File: src/rtl/decoder_nto2n_seq.sv
// decoder_nto2n_seq: registered N-to-2^N decoder with valid/ready direct mode and a timed sweep mode
module decoder_nto2n_seq #(
  parameter int N = 3,
  parameter int ACTIVE_LOW = 0,
  parameter int SWEEP_HOLD = 2
) (
  input  logic              clk,
  input  logic              rst,
  input  logic              mode,
  input  logic              en,
  input  logic [N-1:0]      sel,
  input  logic              in_valid,
  output logic              in_ready,
  input  logic              start,
  output logic [(1<<N)-1:0] D,
  output logic              out_valid,
  output logic              busy,
  output logic              done
);
  localparam int L = 1 << N;
  localparam int HW = $clog2(SWEEP_HOLD) + 1;
  localparam logic [L-1:0] INACT = (ACTIVE_LOW != 0) ? '1 : '0;
  typedef enum logic [1:0] {IDLE, SWEEP, DONE} state_t;
  state_t state;
  logic [N-1:0] idx;
  logic [HW-1:0] hc;
  function automatic logic [L-1:0] onehot(input logic [N-1:0] k);
    return INACT ^ ({{(L-1){1'b0}}, 1'b1} << k);
  endfunction
  assign in_ready = (state == IDLE) && !mode;
  always_ff @(posedge clk) begin
    if (rst) begin
      state <= IDLE;
      D <= INACT;
      out_valid <= 1'b0;
      busy <= 1'b0;
      done <= 1'b0;
      idx <= '0;
      hc <= '0;
    end else begin
      case (state)
        IDLE: begin
          done <= 1'b0;
          if (mode && start) begin
            state <= SWEEP;
            busy <= 1'b1;
            D <= onehot('0);
            out_valid <= 1'b1;
            idx <= '0;
            hc <= '0;
          end else if (in_valid && in_ready) begin
            D <= en ? onehot(sel) : INACT;
            out_valid <= en;
          end
        end
        SWEEP: begin
          if (en) begin
            if (hc == HW'(SWEEP_HOLD - 1)) begin
              hc <= '0;
              // wrap of the last line is caught by compare so N never needs a carry bit
              if (idx == N'(L - 1)) begin
                state <= DONE;
                busy <= 1'b0;
                done <= 1'b1;
                D <= INACT;
                out_valid <= 1'b0;
                idx <= '0;
              end else begin
                idx <= idx + 1'b1;
                D <= onehot(idx + 1'b1);
              end
            end else begin
              hc <= hc + 1'b1;
            end
          end
        end
        DONE: begin
          state <= IDLE;
          done <= 1'b0;
        end
        default: state <= IDLE;
      endcase
    end
  end
endmodule

File: config.mk
export PLATFORM = sky130hd
export DESIGN_NAME = decoder_nto2n_seq
export DESIGN_NICKNAME = d
export VERILOG_FILES = /design/src/rtl/decoder_nto2n_seq.sv
export SDC_FILE = /design/constraint.sdc
export NUM_CORES = 1
export LEC_CHECK = 0
export ABC_CLOCK_PERIOD_IN_PS = 3100
export BUFFER_PORTS_ARGS = -buffer_cell sky130_fd_sc_hd__buf_2
export CAP_MARGIN = 15
export CORE_MARGIN = 2
export CORE_UTILIZATION = 57
export CTS_CLUSTER_DIAMETER = 80
export DETAILED_ROUTE_END_ITERATION = 6
export PLACE_DENSITY = 0.88
export SYNTH_ARGS = -nofsm -noshare
export SYNTH_HDL_FRONTEND = slang
export SYNTH_SLANG_ARGS = --single-unit
export TNS_END_PERCENT = 20
File: constraint.sdc
create_clock -name clk -period 3.1 [get_ports clk]
set_input_delay 0.62 -clock clk [delete_from_list [all_inputs] [get_ports clk]]
set_output_delay 0.62 -clock clk [all_outputs]
set_load 0.02 [all_outputs]
==> results of run 1 <==
-- cell type report --
type	count	area, µm²	share of cell area [%]
Timing Repair Buffer	20	100.1	8.439
Inverter	4	15.01	1.266
Multi-Input combinational cell	89	643.1	54.22
Sequential cell	18	360.3	30.38
Clock buffer	4	36.28	3.059
Tap cell	25	31.28	2.637
-- report_power, final --
part           switching (mW)  leakage [nW]  internal, mW
clock                  0.0753        0.0210        0.0717
sequential            0.00967         0.147         0.244
combinational          0.0587         0.306        0.0376
-- cells by family (layout without fill, tap and decap cells) --
logic type	count (synthesis)	count (layout)	synth area share (%)
compound gates	34	34	23.96
fa+ha+maj	8	8	9.490
buf+inv	11	28	4.863
flops	18	18	34.16
mux	2	2	2.017
simple gates	45	45	25.50
-- layer usage --
layer  up-vias  global-route usage (%)
li1        467                       -
met1       422                   28.40
met3         6                   6.154
met5         -                       0
met2        17                   39.73
met4         0                   14.44
-- sequential cells by signal (all words and copies together) (netlist names) --
signal / count
idx: 3
done: 1
busy: 1
hc: 2
state: 2
out_valid: 1
D: 8
-- cells in the mapped netlist (2+ instances only) --
cell type | instances | share of area [%]
dfxtp_1 | 18 | 34
nor2_1 | 15 | 5.3
ha_1 | 8 | 9.5
a22oi_1 | 7 | 5.0
a211oi_1 | 6 | 4.3
a21oi_1 | 6 | 2.8
nor3b_1 | 5 | 3.6
o21ai_0 | 5 | 2.4
clkbuf_1 | 4 | 1.4
inv_1 | 4 | 1.4
nand2_1 | 4 | 1.4
nand3b_1 | 3 | 2.1
a211oi_2 | 2 | 2.4
and3_1 | 2 | 1.2
buf_2 | 2 | 0.95
nand3_1 | 2 | 0.95
nor2_2 | 2 | 1.2
nor2b_1 | 2 | 1.2
nor3b_2 | 2 | 2.4
-- critical path, stage by stage (launching register included) --
cell	delay (ns)
dfxtp_1	0.63
or2_4	0.24
nor2_1	0.04
buf_2	0.15
-- through the flow --
stage,instance area [µm²],worst slack (ns),utilization (%),hold WS (ns)
6_report,1186,1.111,68.70,0.4904
5_1_grt,1186,1.025,68.70,0.5227
4_1_cts,1186,1.122,68.70,0.4916
3_5_place_dp,1150,1.363,66.59,0.4767
3_3_place_gp,1150,1.428,66.59,0.4650
2_1_floorplan,1055,1.526,-,0.4606
-- worst min-delay path by stage --
stage,startpoint,endpoint,slack [ns],cells after the start
5_1_grt,hc[1],hc[1],0.52,1
4_1_cts,hc[1],hc[1],0.49,1
2_1_floorplan,hc[1],hc[1],0.46,1
3_5_place_dp,hc[1],hc[1],0.48,1
6_report,hc[1],hc[1],0.49,1
3_3_place_gp,out_valid,out_valid,0.47,2
==> results.py, run 1 <==
metrics = {
    "synthesis": {
        "synth_flop_cell": "dfxtp_1",
        "synthArstFlopShare_pct": 0,
        "syn_avg_cell_area_um2": 8.939,
        "synth_fp_nets": 135,
        "netlist_area_um2": 1055,
        "netlist-cell-type-count": 38,
        "yosysWarnings": 0,
        "yosysSeqAreaShare_pct": 34.16,
        "synth_edf_count": 0,
        "ys_ff_latch": 18,
        "syn_inst": 118,
    },
    "routing": {
        "wl_met3_um": 70,
        "drc": 0,
        "vias_per_cell": 5.700,
        "maxUsedRoutingLayer": "met4",
        "routed_wirelength_um": 2175,
        "drtAntennaViolNets": 0,
        "firstDrtPassIters": 4,
        "drtIter0Drc": 22,
        "wl_per_cell_um": 13.59,
        "vias": 912,
        "wl_met1_um": 1026,
        "met2WireLength_um": 1030,
    },
    "sta": {
        "setup_viol": 0,
        "worst_pin_slew_ns": 0.4745,
        "fin_skew_ns": 0.002958,
        "final_hold_viol_count": 0,
        "setup_tns_ns": 0,
        "max_freq_mhz": 502.9,
        "relSlewSlack_pct": 68.32,
        "grt_setup_unrepaired": "no",
        "fin_crit_ns": 1.989,
        "finalCritPeriodShare_pct": 64.15,
        "maxSlewViolCount": 0,
    },
    "setup_path": {
        "r2r_start": "idx[0]",
        "timing.rr.end": "D[3]",
        "end_kind": "primary output",
        "worstPathRequired_ns": 2.48,
        "startpoint": "state[0]",
        "critPathLaunchType": "register",
        "critPathKind": "register to primary output",
        "crit_path_end": "in_ready",
        "crit_fanout": 14,
        "rrSetupSlack_ns": 1.38,
        "arrival_ns": 1.37,
        "reg2regPathDepth": 5,
    },
    "clock_tree": {
        "h-tree-depth": 1,
        "path_clk_slew_ns": 0.10,
        "cts_setup_buffers": 0,
        "cts_resized": 0,
        "clock_latency_ns": 0.30,
        "root_buffer": "clkbuf_4",
        "numCtsBuffers": 3,
        "tritoncts": "done",
        "hold_buffers": 0,
        "clockBufferDepth": 2,
        "cts_sinks": 18,
    },
    "finish": {
        "nNetsFinal": 153,
        "layout-drive-gt1-share_pct": 25.93,
        "antenna_cells": 0,
        "mostFrequentLayoutCell": "buf_2",
        "area_growth_pct": 12.46,
        "final_cell_mix": "20 x buf_2, 18 x dfxtp_1, 15 x nor2_1, 8 x ha_1, 7 x a22oi_1",
        "finalNonFillerCells": 160,
        "fillers": 142,
    },
    "min_path": {
        "hp-class": "register to register",
    },
    "power": {
        "peakVddDrop_mv": 0.3128,
        "leakagePower_nw": 0.4747,
        "p_per_area_nw_per_um2": 419.3,
        "p_total_uw": 497.3,
    },
    "global_route": {
        "grt_usage_pct": 24.23,
        "grt_pass1_wl_um": 3677,
        "grt_pass1_vias": 836,
        "grt_max_degree": 19,
        "antenna_found_initial": 0,
        "grt_overflow_total": 0,
    },
    "floorplan": {
        "die-area_um2": 2210,
        "rows": 15,
        "fp.coreArea_um2": 1727,
        "die_h_um": 47.02,
        "initial_core_util_pct": 61.09,
        "io_pins": 21,
        "die_x_um": 47.02,
    },
    "outcome": {
        "status": "complete, no violations",
    },
    "placed_design": {
        "gp_congestion": 0.8251,
        "placedCellCount": 156,
        "hpwl_um": 1620,
        "port_buffers": 20,
    },
    "run": {
        "max_cap_violations": 0,
    },
}
Power figures use the tool's default switching activity.
==> run 2, diff against run 1 <==
ABC_CLOCK_PERIOD_IN_PS = 1700   (was 3100)
CORE_UTILIZATION = 48   (was 57)
PLACE_DENSITY = 0.8   (was 0.88)
clock period = 1.7 ns   (was 3.1 ns; I/O delays follow)
==> run 2 against run 1 <==
Clock power grew 83%. Count of clock-buffer cells in the layout is the same. Power grew 86%. Core utilization shrank 7.1 points. Non-clock buffer count grew 3. Critical path type is now register to register. Critical endpoint is now D[1]. Largest power group unchanged.
==> results.py, run 2 (synthesis results as in run 1) <==
metrics = {
    "setup_path": {
        "critPathBufInv": 0,
        "crit_family": "adder cells",
        "rrSetupSlack_ns": 0.09,
        "critical-path-slowest-cell": "dfxtp_2",
        "critPathKind": "register to register",
        "critPathLaunchType": "register",
        "cp_cell_sequence": "ha_2 > ha_1 > nor3b_4 > a22oi_1 > a211oi_1",
        "arrival_ns": 1.83,
        "crit_path_max_incr_delay_ns": 0.36,
        "crit_fanout": 5,
        "end_kind": "register",
        "worstPathRequired_ns": 1.92,
    },
    "floorplan": {
        "initial_core_util_pct": 52.17,
        "io_pins": 21,
        "die_h_um": 50.88,
        "rows": 16,
        "fp.coreArea_um2": 2022,
        "die_x_um": 50.88,
        "die-area_um2": 2588,
    },
    "sta": {
        "setup_slack_ns": 0.09382,
        "finalCritPeriodShare_pct": 94.48,
        "relSlewSlack_pct": 64.27,
        "setup_viol": 0,
        "fin_skew_ns": 0.01271,
        "maxSlewViolCount": 0,
        "worst_pin_slew_ns": 0.5304,
        "fin_crit_ns": 1.606,
        "final_hold_viol_count": 0,
        "max_freq_mhz": 622.6,
        "setup_tns_ns": 0,
    },
    "min_path": {
        "hp-class": "input pin to register",
    },
    "power": {
        "p_total_uw": 924.8,
        "leakagePower_nw": 0.4937,
        "p_per_area_nw_per_um2": 742.8,
        "peakVddDrop_mv": 0.4318,
    },
    "clock_tree": {
        "cts_resized": 0,
        "root_buffer": "clkbuf_4",
        "h-tree-depth": 1,
        "clock_latency_ns": 0.31,
        "path_clk_slew_ns": 0.11,
        "cts_setup_buffers": 0,
        "clockBufferDepth": 2,
        "tritoncts": "done",
        "hold_buffers": 0,
        "cts_sinks": 18,
        "numCtsBuffers": 3,
    },
    "routing": {
        "drtIter0Drc": 19,
        "vias_per_cell": 5.764,
        "firstDrtPassIters": 4,
        "routed_wirelength_um": 2272,
        "wl_per_cell_um": 13.77,
        "drc": 0,
        "met2WireLength_um": 1146,
        "drtAntennaViolNets": 0,
        "vias": 951,
        "maxUsedRoutingLayer": "met4",
        "wl_met1_um": 985,
        "wl_met3_um": 110,
    },
    "placed_design": {
        "hpwl_um": 1651,
        "dp_slack_ns": 0.04181,
        "placedCellCount": 161,
        "port_buffers": 20,
        "gp_congestion": 0.8203,
    },
    "finish": {
        "area_growth_pct": 18.03,
        "reg_top3": "D x8, idx x3",
        "final_cell_mix": "20 x buf_2, 15 x dfxtp_1, 15 x nor2_1, 7 x a22oi_1",
        "largest_register_ffs": 8,
        "fillers": 190,
        "mostFrequentLayoutCell": "buf_2",
        "nNetsFinal": 156,
        "antenna_cells": 0,
        "finalNonFillerCells": 165,
        "postLayoutCoreUtil_pct": 61.57,
        "layout-drive-gt1-share_pct": 31.16,
        "regMostFlops": "D",
    },
    "global_route": {
        "grt_usage_pct": 19.55,
        "grt_pass1_wl_um": 3850,
        "grt_max_degree": 19,
        "grt_pass1_vias": 867,
        "grt_overflow_total": 0,
        "antenna_found_initial": 0,
    },
    "outcome": {
        "status": "complete, no violations",
    },
    "run": {
        "max_cap_violations": 0,
    },
}
==> run 2: cell count changes in the layout (fill, tap and decap cells not counted) <==
cell and change:
buf_4 +2, ha_2 +2, buf_12 +1, nor3b_4 +1, ha_1 -2, nor3_2 -1, dfxtp_1 -3, nor3b_2 -1
nor3_4 +1, dfxtp_2 +3
==> run 2: per-layer routing <==
layer  track usage (%)  up-vias
li1                  -      472
met1             23.50      451
met2             33.33       24
met3             6.433        4
met4             5.405        0
met5                 0        -
==> run 2: area by class of cell <==
cell class                      instances  area, µm²  share of cell area (%)
Clock buffer                            4      36.28                   2.915
Sequential cell                        18      364.1                   29.25
Timing Repair Buffer                   23      135.1                   10.85
Inverter                                4      15.01                   1.206
Multi-Input combinational cell         89      660.6                   53.07
Tap cell                               27      33.78                   2.714
==> run 2: through the flow <==
step           hold WS [ns]  cell area, µm²
4_1_cts              0.4221            1224
2_1_floorplan        0.4606            1055
3_3_place_gp         0.4674            1187
5_1_grt              0.4296            1245
3_5_place_dp         0.4790            1187
6_report             0.4265            1245
==> run 2: worst reg2reg max path, cell delays in order, from the launching register on <==
cell and delay [ns]:
dfxtp_2 0.36, ha_2 0.21, ha_1 0.36, nor3b_4 0.25, a22oi_1 0.10, a211oi_1 0.26
==> run 2: power by group <==
part | internal (mW) | total (mW) | switching (mW) | leakage (nW)
logic | 0.0799 | 0.192 | 0.112 | 0.324
clock network | 0.131 | 0.269 | 0.138 | 0.0210
registers | 0.446 | 0.464 | 0.0183 | 0.149
total | 0.657 | 0.925 | 0.268 | 0.494
==> run 2: final timing paths <==
kind / cells after the start / to / startpoint
min reg2reg: 1 / hc[1] / hc[1]
min: 2 / state[1] / rst
max: 5 / D[1] / idx[0]
max reg2reg: 5 / D[1] / idx[0]
==> run 3, diff against run 2 <==
==> constraint.sdc (replaced) <==
create_clock -name clk -period 1.7 [get_ports clk]
set_input_delay 0.255 -clock clk [delete_from_list [all_inputs] [get_ports clk]]
set_output_delay 0.255 -clock clk [all_outputs]
set_load 0.02 [all_outputs]
==> run 3 against run 2 <==
First-iteration DRC count stayed put. Worst setup slack gained 0.013 ns. Power hardly changed. Routed wire length fell by 0.66%. Sequential share of layout area down 0.071 points. Count of clock-buffer cells in the layout unchanged. Cell count unchanged. Sequential power about the same. Via count is 0.74% lower. Core utilization shrank 0.062 points. Maximum frequency grew 0.80%. Largest power group unchanged.
==> results.py, run 3 (synthesis results as in run 1) <==
metrics = {
    "outcome": {
        "status": "complete, no violations",
    },
    "placed_design": {
        "gp_congestion": 0.8203,
        "hpwl_um": 1651,
        "dpl_cell_area_um2": 1187,
        "port_buffers": 20,
        "dp_slack_ns": 0.04181,
    },
    "floorplan": {
        "rows": 16,
        "die_h_um": 50.88,
        "initial_core_util_pct": 52.17,
        "die-area_um2": 2588,
        "die_x_um": 50.88,
        "io_pins": 21,
        "fp.coreArea_um2": 2022,
    },
    "finish": {
        "final_cell_mix": "20 x buf_2, 16 x dfxtp_1, 15 x nor2_1, 7 x a22oi_1",
        "mostFrequentLayoutCell": "buf_2",
        "nNetsFinal": 156,
        "area_growth_pct": 17.91,
        "fin_area_um2": 1244,
        "regMostFlops": "D",
        "reg_top3": "D x8, idx x3",
        "antenna_cells": 0,
        "fillers": 190,
        "layout-drive-gt1-share_pct": 30.43,
        "largest_register_ffs": 8,
    },
    "sta": {
        "relSlewSlack_pct": 64.74,
        "fin_skew_ns": 0.01340,
        "finalCritPeriodShare_pct": 93.73,
        "fin_crit_ns": 1.593,
        "setup_viol": 0,
        "maxSlewViolCount": 0,
        "max_freq_mhz": 627.6,
        "worst_pin_slew_ns": 0.5234,
        "setup_slack_ns": 0.1066,
        "final_hold_viol_count": 0,
    },
    "clock_tree": {
        "clock_latency_ns": 0.31,
        "path_clk_slew_ns": 0.11,
        "hold_buffers": 0,
        "tritoncts": "done",
        "numCtsBuffers": 3,
        "cts_setup_buffers": 0,
        "root_buffer": "clkbuf_4",
        "h-tree-depth": 1,
        "clockBufferDepth": 2,
        "cts_sinks": 18,
    },
    "setup_path": {
        "end_kind": "register",
        "critPathKind": "register to register",
        "rrSetupSlack_ns": 0.11,
        "cp_cell_sequence": "ha_2 > ha_1 > nor3b_4 > a22oi_1 > a211oi_1",
        "worstPathRequired_ns": 1.92,
        "timing.rr.end": "D[1]",
        "r2r_start": "idx[0]",
        "critical-path-slowest-cell": "ha_1",
        "crit_family": "adder cells",
        "arrival_ns": 1.82,
        "critPathLaunchType": "register",
        "reg2regPathDepth": 5,
        "crit_path_max_incr_delay_ns": 0.36,
        "critPathBufInv": 0,
        "crit_fanout": 5,
    },
    "power": {
        "p_per_area_nw_per_um2": 743.3,
        "peakVddDrop_mv": 0.4312,
        "leakagePower_nw": 0.4931,
    },
    "global_route": {
        "grt_pass1_vias": 867,
        "antenna_found_initial": 0,
        "grt_max_degree": 19,
        "grt_overflow_total": 0,
        "grt_pass1_wl_um": 3850,
        "grt_usage_pct": 19.55,
    },
    "routing": {
        "vias": 944,
        "drc": 0,
        "firstDrtPassIters": 4,
        "vias_per_cell": 5.721,
        "wl_per_cell_um": 13.68,
        "routed_wirelength_um": 2257,
        "drtAntennaViolNets": 0,
        "drtIter0Drc": 19,
    },
    "min_path": {
        "hold_start": "rst",
        "hp-class": "input pin to register",
        "hold_end": "state[1]",
        "hold_depth": 2,
    },
    "run": {
        "max_cap_violations": 0,
    },
}
==> run 3: cell counts in the layout (fill, tap and decap cells not counted) <==
No cell type changed its count.
==> run 3: how the worst max path moves through the flow <==
stage / to / from / depth (start not counted)
2_1_floorplan: D[2] / idx[0] / 6
3_3_place_gp: D[7] / idx[0] / 5
3_5_place_dp: D[1] / idx[0] / 5
4_1_cts: D[1] / idx[0] / 5
5_1_grt: D[1] / idx[0] / 5
6_report: D[1] / idx[0] / 5
==> run 3: area by class of cell <==
cell class,count,area (µm²),area share (%)
Clock buffer,4,36.28,2.918
Multi-Input combinational cell,89,660.6,53.12
Sequential cell,18,362.8,29.18
Tap cell,27,33.78,2.716
Timing Repair Buffer,23,135.1,10.87
Inverter,4,15.01,1.207
==> run 3: report_power, final <==
group          switching (mW)  internal [mW]  total, mW
Sequential             0.0181          0.446      0.464
Combinational           0.112         0.0799      0.191
Clock                   0.138          0.131      0.269
==> run 3: timing repair <==
action,CTS,global route
setup endpoints to repair,0,8
endpoints found under the hold margin,0,0
resized for setup,0,6
==> run 3: metrics by stage <==
stage	hold WS (ns)	power (mW)	instances	TNS, ns	utilization (%)
floorplan	0.4606	0.6019	118	0	-
global placement	0.4674	0.6583	161	0	58.73
detailed placement	0.4790	0.6623	161	0	58.73
CTS	0.3371	0.9264	165	0	60.52
global route	0.3448	0.9720	165	-0.0006568	61.51
finish	0.3404	0.9244	165	0	61.51
==> run 3: layer usage <==
metal,up-vias,share of wire (%),GRT usage (%),wire [µm]
met3,4,5.0,6.433,112
li1,472,-,-,-
met5,-,0,0,0
met4,0,1.3,5.405,30
met1,446,43,23.50,974
met2,22,50,33.33,1139
